**src/rtl/mem_port_arbiter_pkg.sv**
```systemverilog
// Shared width constant and state/owner types for the unified memory port arbiter.
package mem_port_arbiter_pkg;

  localparam int BIT_WIDTH = 32;

  typedef enum logic [1:0] {
    IDLE  = 2'd0,
    ISSUE = 2'd1,
    WAIT  = 2'd2,
    ACK   = 2'd3
  } arb_state_t;

  typedef enum logic {
    OWNER_FETCH = 1'b0,
    OWNER_DATA  = 1'b1
  } owner_t;

endpackage

```
**src/rtl/mem_port_arbiter_priority_select.sv**
```systemverilog
// Grant decision between fetch and data; data wins unless fetch has been held off
// for MAX_DATA_STREAK consecutive data grants.
module arb_priority_select
  import mem_port_arbiter_pkg::*;
#(
  parameter int MAX_DATA_STREAK = 3,
  parameter int STREAK_W        = 2
) (
  input  logic                fetch_req,
  input  logic                data_req,
  input  logic [STREAK_W-1:0] streak,
  output logic                grant_fetch,
  output logic                grant_data
);

  always_comb begin
    grant_data  = data_req && (!fetch_req || (streak < STREAK_W'(MAX_DATA_STREAK)));
    grant_fetch = fetch_req && !grant_data;
  end

endmodule

```
**src/rtl/mem_port_arbiter.sv**
```systemverilog
// Shares one single-ported memory between instruction fetch and data access,
// sequencing each word access through a fixed-latency memory macro.
module mem_port_arbiter
  import mem_port_arbiter_pkg::*;
#(
  parameter int MEM_LATENCY     = 1,
  parameter int MAX_DATA_STREAK = 3
) (
  input  logic                 clk,
  input  logic                 nreset,
  input  logic                 fetch_req,
  input  logic [BIT_WIDTH-1:0] fetch_addr,
  output logic                 fetch_ack,
  output logic [BIT_WIDTH-1:0] fetch_rdata,
  input  logic                 data_req,
  input  logic                 data_we,
  input  logic [BIT_WIDTH-1:0] data_addr,
  input  logic [BIT_WIDTH-1:0] data_wdata,
  output logic                 data_ack,
  output logic [BIT_WIDTH-1:0] data_rdata,
  output logic                 mem_en,
  output logic                 mem_we,
  output logic [BIT_WIDTH-1:0] mem_addr,
  output logic [BIT_WIDTH-1:0] mem_wdata,
  input  logic [BIT_WIDTH-1:0] mem_rdata,
  output logic                 busy
);

  localparam int STREAK_W = $clog2(MAX_DATA_STREAK + 1);
  localparam int LAT_W    = 2;

  arb_state_t           state_q, state_d;
  owner_t               owner_q;
  logic                 we_q;
  logic [BIT_WIDTH-1:0] addr_q, wdata_q;
  logic [BIT_WIDTH-1:0] fetch_rdata_q, data_rdata_q;
  logic [LAT_W-1:0]     lat_cnt_q;
  logic [STREAK_W-1:0]  streak_q;
  logic                 grant_fetch, grant_data;

  arb_priority_select #(
    .MAX_DATA_STREAK (MAX_DATA_STREAK),
    .STREAK_W        (STREAK_W)
  ) u_priority_select (
    .fetch_req   (fetch_req),
    .data_req    (data_req),
    .streak      (streak_q),
    .grant_fetch (grant_fetch),
    .grant_data  (grant_data)
  );

  always_comb begin
    state_d = state_q;
    unique case (state_q)
      IDLE:    if (grant_fetch || grant_data) state_d = ISSUE;
      // Writes complete as soon as the strobe is issued; only reads wait out the latency.
      ISSUE:   state_d = (owner_q == OWNER_DATA && we_q) ? ACK : WAIT;
      WAIT:    if (lat_cnt_q == '0) state_d = ACK;
      ACK:     state_d = IDLE;
      default: state_d = IDLE;
    endcase
  end

  always_ff @(posedge clk or negedge nreset) begin
    if (!nreset) begin
      state_q       <= IDLE;
      owner_q       <= OWNER_FETCH;
      we_q          <= 1'b0;
      addr_q        <= '0;
      wdata_q       <= '0;
      fetch_rdata_q <= '0;
      data_rdata_q  <= '0;
      lat_cnt_q     <= '0;
      streak_q      <= '0;
    end else begin
      state_q <= state_d;
      unique case (state_q)
        IDLE: begin
          if (grant_data) begin
            owner_q <= OWNER_DATA;
            addr_q  <= data_addr;
            we_q    <= data_we;
            wdata_q <= data_wdata;
            // Only data grants that actually hold off a waiting fetch count toward starvation.
            if (!fetch_req)
              streak_q <= '0;
            else if (streak_q != STREAK_W'(MAX_DATA_STREAK))
              streak_q <= streak_q + STREAK_W'(1);
          end else if (grant_fetch) begin
            owner_q  <= OWNER_FETCH;
            addr_q   <= fetch_addr;
            we_q     <= 1'b0;
            wdata_q  <= '0;
            streak_q <= '0;
          end
        end
        ISSUE: lat_cnt_q <= LAT_W'(MEM_LATENCY - 1);
        WAIT: begin
          if (lat_cnt_q == '0) begin
            if (owner_q == OWNER_DATA) data_rdata_q <= mem_rdata;
            else                       fetch_rdata_q <= mem_rdata;
          end else begin
            lat_cnt_q <= lat_cnt_q - LAT_W'(1);
          end
        end
        default: ;
      endcase
    end
  end

  always_comb begin
    busy        = (state_q != IDLE);
    mem_en      = (state_q == ISSUE);
    mem_we      = mem_en && (owner_q == OWNER_DATA) && we_q;
    mem_addr    = addr_q;
    mem_wdata   = wdata_q;
    fetch_ack   = (state_q == ACK) && (owner_q == OWNER_FETCH);
    data_ack    = (state_q == ACK) && (owner_q == OWNER_DATA);
    fetch_rdata = fetch_rdata_q;
    data_rdata  = data_rdata_q;
  end

`ifndef SYNTHESIS
  always_ff @(posedge clk) begin
    if (nreset && state_q == IDLE) begin
      assert (!(grant_data && data_addr[1:0] != 2'b00) && !(grant_fetch && fetch_addr[1:0] != 2'b00));
    end
  end
`endif

endmodule

```
**config.mk**
```make
export PLATFORM = sky130hd
export DESIGN_NAME = mem_port_arbiter
export DESIGN_NICKNAME = d
export VERILOG_FILES = /design/src/rtl/mem_port_arbiter_pkg.sv /design/src/rtl/mem_port_arbiter_priority_select.sv /design/src/rtl/mem_port_arbiter.sv
export SDC_FILE = /design/constraint.sdc
export NUM_CORES = 1
export LEC_CHECK = 0
export CAP_MARGIN = 20
export CORE_MARGIN = 8
export CORE_UTILIZATION = 40
export CTS_BUF_LIST = sky130_fd_sc_hd__clkbuf_8
export DETAILED_ROUTE_END_ITERATION = 6
export PLACE_DENSITY = 0.91
export SYNTH_ARGS = -nofsm -noshare
export SYNTH_HDL_FRONTEND = slang
export SYNTH_SLANG_ARGS = --single-unit
```
**constraint.sdc**
```tcl
create_clock -name clk -period 2.08 [get_ports clk]
set_input_delay 0.312 -clock clk [delete_from_list [all_inputs] [get_ports clk]]
set_output_delay 0.312 -clock clk [all_outputs]
set_load 0.1 [all_outputs]
```
# Word-level counts from Yosys, hierarchy flattened
# Cells that the tools add are included.
dict set report totals {
  inputBits 133
  word_cells 60
  output_inout_bits 133
  ff_bits 136
}
dict set report op_classes {
  order_cmp 1
  eq_ne 8
  muxes 17
  add_sub_neg 2
  n_bitwise 1
  reduce_logical 22
}
# operator n
set ops {}
lappend ops {{2-to-1 mux 32 bit} 4}
lappend ops {{2-to-1 mux 2 bit} 7}
lappend ops {{AND reduction 3 bit} 3}
lappend ops {{inequality test 2 bit (second input constant)} 4}
lappend ops {{case mux 2 bit (4 select lines)} 1}
lappend ops {{logical AND 1 bit} 7}
lappend ops {{AND reduction 2 bit} 3}
lappend ops {{nonzero test 2 bit} 3}
lappend ops {{equality test 2 bit (second input constant)} 2}
lappend ops {{logical NOT 2 bit} 2}
lappend ops {{2-to-1 mux 1 bit} 4}
lappend ops {{case mux 2 bit (2 select lines)} 1}
lappend ops {{inequality test 3 x 2 -> 1 bit (second input constant)} 1}
lappend ops {{adder 2 x 1 -> 2 bit (second input constant)} 1}
lappend ops {{equality test 2 x 1 -> 1 bit (second input constant)} 1}
lappend ops {{logical NOT 1 bit} 2}
lappend ops {{logical OR 1 bit} 2}
lappend ops {{less-than comparator 2 bit (second input constant)} 1}
lappend ops {{subtractor 2 x 1 -> 2 bit (second input constant)} 1}
lappend ops {{inverter 1 bit} 1}

# Longest topological paths before layout
dict set report depth {
  ltp_word 8
  mapped_depth 7
  mapped_depth_nobuf 5
}

# Hierarchy
# A second synthesis with hierarchy kept.
dict set report unflattened {
  cells_unflattened 473
  hier_area_um2 5602.9
}
# mod n_inst seq_area_each_um2 area_each_um2 cells_each
set modules_own_cells {}
lappend modules_own_cells {mem_port_arbiter 1 3403.3 5581.6 469}
lappend modules_own_cells {arb_priority_select 1 0.0 21.3 4}

# Least setup slack after synthesis
# No wires, ideal clock.
dict set report synth_path {
  kind {reg2reg}
  from {register state_q[1]}
  to {register state_q[0]}
  t_required_ns 2.000
  arrival_time_ns 2.480
  path_stages_with_launch 6
  slack_ns -0.480
  synth_period_minus_slack_ns 2.560
  setup_ns 0.080
  n_path_buf 0
  cell_sequence {dfrtp_1 inv_1 ha_1 and3_1 nor3_1 a2bb2oi_1}
}
dict set report synth_via {
  word_cells_on_any_way 8
  classes_between {5 x eq/ne; 1 x mux; 2 x reduce/logical}
}
# item line
set synth_rtl {}
lappend synth_rtl {{start, declared} mem_port_arbiter.sv:32} ;# arb_state_t state_q, state_d;
lappend synth_rtl {{start signal, assigned} mem_port_arbiter.sv:76} ;# state_q <= state_d;
lappend synth_rtl {{equality test 2 x 1 -> 1 bit} n/a}
lappend synth_rtl {{net mem_en} mem_port_arbiter.sv:21} ;# output logic mem_en,
lappend synth_rtl {{case mux 2 bit (4 select lines)} mem_port_arbiter.sv:54} ;# unique case (state_q)
# The timed path passes the listed nets, and every way through them passes these cells.
# A chain may end at the register's enable or synchronous reset.

# Final worst setup path
dict set report layout_path {
  from {register state_q[1]}
  to {output mem_we}
}
dict set report layout_via {
  elab_chain_cells 3
}
# item line
set layout_rtl {}
lappend layout_rtl {{equality test 2 x 1 -> 1 bit} mem_port_arbiter.sv:113} ;# mem_en = (state_q == ISSUE);
lappend layout_rtl {{logical AND 1 bit (2 in series)} mem_port_arbiter.sv:114} ;# mem_we = mem_en && (owner_q == OWNER_DATA) && we_q;
lappend layout_rtl {{end, declared} mem_port_arbiter.sv:22} ;# output logic mem_we,
# No other way between the ends.

==> metrics.md <==
| Metric | Value |
|---|---|
| Fraction of layout instances using a drive strength above 1 | `34.9%` |
| Total routing usage reported by global routing | `19.1%` |
| Antenna Diode Count | `0` |
| Die height | `133 um` |
| Overall via count from detail_route | `4502` |
| Worst reg2reg path depth | `5` |
| Std-Cell Core Area | `13200 sq um` |
| Final setup fails | `0` |
| Leading cell types in the layout, fill and taps excluded | `sky130_fd_sc_hd__dfrtp_1 (136), sky130_fd_sc_hd__buf_4 (136), sky130_fd_sc_hd__clkdlybuf4s50_1 (131), sky130_fd_sc_hd__a21oi_1 (67), sky130_fd_sc_hd__mux2_2 (65)` |
| Row cnt | `42` |
| Maximum count of clock buffers along a single path | `2` |
| Routability-driven placement congestion ratio | `0.819` |
| Post-route fraction of the period consumed by the critical path | `94.6%` |
| I/O pin cnt | `266` |
| Count of input and output buffers | `265` |
| Width of the chip | `133 um` |
| R2R Path Start | `state_q[0]` |
| F_max | `0.508 GHz` |
| Layout fillers | `974` |
| Synth unique cells | `30` |
| Number of buffers and inverters on the critical path | `2` |
| Cell count after synthesis | `428` |
| Post-CTS Repair Setup Buffers | `0` |
| Capture point of the worst reg-to-reg path | `fetch_rdata[3]` |
| Number of global-route vias before repair | `5046` |
| Worst-Margin Slew | `0.484 ns` |
| Endpoint type of the worst setup path | `output port` |
| Register-to-register path setup slack | `0.39 ns` |
| DR pass1 iterations | `4` |
| Residual antenna-violating net count after detailed routing | `0` |
| Max_cap viols | `0` |
| Fin Clk Skew | `0.00993 ns` |
| Slowest stage cell, crit path | `sky130_fd_sc_hd__dfrtp_1` |
| Count of H-tree levels built during CTS | `4` |
| Area of the die | `17600 sq um` |
| Global-route wire length before repair | `26700 um` |
| Max transition margin | `67.7%` |
| Worst setup SP type | `register` |
| Critical Path Max Stage Delay | `0.43 ns` |
| Crit path arrival time | `1.66 ns` |
| Insertion delay to the later sink of the worst-skew pair | `0.44 ns` |
| DRC | `0` |
| Average wire per standard cell | `18.9 um` |
| Setup repair after global routing missed its margin | `false` |
| Net Count, Synth | `568` |
| Antenna violations before repair | `0` |
| Maximum number of pins on one net before global-route repair | `57` |
| Count of routing violations after the opening detailed-route iteration | `149` |
| CTS tree | `done` |
| Number of flip-flops and latches in the synthesized netlist | `136` |
| Post-synthesis to final-layout area growth | `56.1%` |
| DP HPWL | `13000 um` |
| Initial core utilization | `41.1%` |
| Worst Path Class, Setup | `reg -> out` |
| Number of buffers inserted during clock tree synthesis | `17` |
| Post-layout net count | `840` |
| Total wire length | `16800 um` |
| Portion of the post-synthesis area used by sequential elements | `62.5%` |
| Mapped Avg Cell Area | `12.7 sq um` |
| Total standard cell area after synthesis | `5440 sq um` |
| Yosys warns | `0` |
| Area share of the leading cell type in the synthesized netlist | `62.5%` |
| Post-layout minimum cycle time | `1.97 ns` |
| GR Overflow Total | `0` |
| Final hold violations | `0` |
| Setup TNS after final layout | `0 ns` |
| Main area contributors after synthesis | `sky130_fd_sc_hd__dfrtp_1 (63%), sky130_fd_sc_hd__mux2_2 (13%), sky130_fd_sc_hd__a21oi_1 (6.2%)` |
| Final Slew Violations | `0` |
| Highest fanout seen on the critical path | `5` |
| Cell-by-cell listing of the critical path | `inv_1 -> ha_2 -> and3_2 -> buf_12` |
| Required arrival time at the worst endpoint | `1.77 ns` |
| Cell type with the highest aggregate area in the netlist | `sky130_fd_sc_hd__dfrtp_1` |
| Cell family contributing the most delay on the critical path | `flip-flops` |
| Post-CTS clock slew at the launch and capture registers of the worst setup and hold paths | `0.07 ns` |
| Outcome | `finished, final reports clean` |
| Worst min-delay path class | `in -> async` |
| Root Buffer | `sky130_fd_sc_hd__clkbuf_8` |
| Clock Sink Count | `136` |
| Via/cell ratio | `5.08` |
## worst max-delay path by stage
stage               start            end  depth (start not counted)  slack, ns
3_3_place_gp     data_req    streak_q[1]                          4       0.19
4_1_cts        state_q[0]           busy                          4       0.06
3_5_place_dp     data_req   mem_wdata[7]                          4       0.13
5_1_grt        state_q[1]         mem_we                          4       0.02
2_1_floorplan  state_q[0]  mem_wdata[25]                          6       0.10
6_report       state_q[1]         mem_we                          4       0.11
## routing by layer
metal	wire (um)	share of wire, %	vias to the layer above	global-route usage [%]
li1	-	-	2046	-
met1	6290	38	2194	19.9
met2	8580	51	234	33.2
met3	1550	9.2	28	8.74
met4	344	2.1	0	7.00
met5	0	0	-	0
## through the flow
step	cell area (sq um)	setup WS, ns	util [%]	cells	hold slack [ns]
6_report	8490	0.112	64.1	887	0.385
5_1_grt	8490	0.0162	64.1	887	0.383
4_1_cts	8490	0.0552	64.1	887	0.367
3_5_place_dp	8080	0.129	61.0	856	0.279
3_3_place_gp	8080	0.187	61.0	856	0.270
2_1_floorplan	5450	0.102	-	428	0.0164
## logic make-up (layout without fill, tap and decap cells)
| kind of cell | Yosys count | in the layout | share of synthesized area [%] |
|---|---|---|---|
| buffers and inverters | 32 | 315 | 3.29 |
| muxes | 65 | 65 | 13.5 |
| DFF | 136 | 136 | 62.5 |
| AOI/OAI and AO/OA | 110 | 110 | 13.0 |
| adders and majority gates | 7 | 7 | 1.61 |
| and+or+nand+nor | 78 | 78 | 6.07 |
## what timing repair did
action	CTS	global route
hold buffers	1	0
resized for setup	0	1
endpoints found under the hold margin	42	0
setup endpoints to repair	0	1
## state kept, by name, indices dropped and copies added, names as in the netlist
| signal | cells |
|---|---|
| we_q | 1 |
| owner_q | 1 |
| data_rdata | 32 |
| streak_q | 2 |
| state_q | 2 |
| mem_addr | 32 |
| mem_wdata | 32 |
| lat_cnt_q | 2 |
| fetch_rdata | 32 |
## cell type report
type                            instances  area, sq um  share of cell area (%)
Clock inverter                         10          129                    1.52
Multi-Input combinational cell        260         1870                    22.1
Sequential cell                       136         3400                    40.1
Clock buffer                           20          275                    3.24
Tap cell                              176          220                    2.59
Inverter                                5         18.8                   0.221
Timing Repair Buffer                  280         2570                    30.3
## synthesized netlist by cell type, drive strengths merged
cell type	number
inv	5
a21o	1
a21bo	1
clkbuf	4
o21ai	2
and2	1
nand3	1
nor2	37
nor3	1
o21a	1
and3	1
a21oi	67
dfrtp	136
nand2	32
ha	7
a22o	34
a32o	1
nand3b	1
a21boi	1
nand2b	1
nor2b	3
buf	23
mux2	65
a2bb2oi	1
a211oi	1
Power is not shown: default switching activity piles up to over one toggle a cycle in this logic, so the estimate is an artifact.
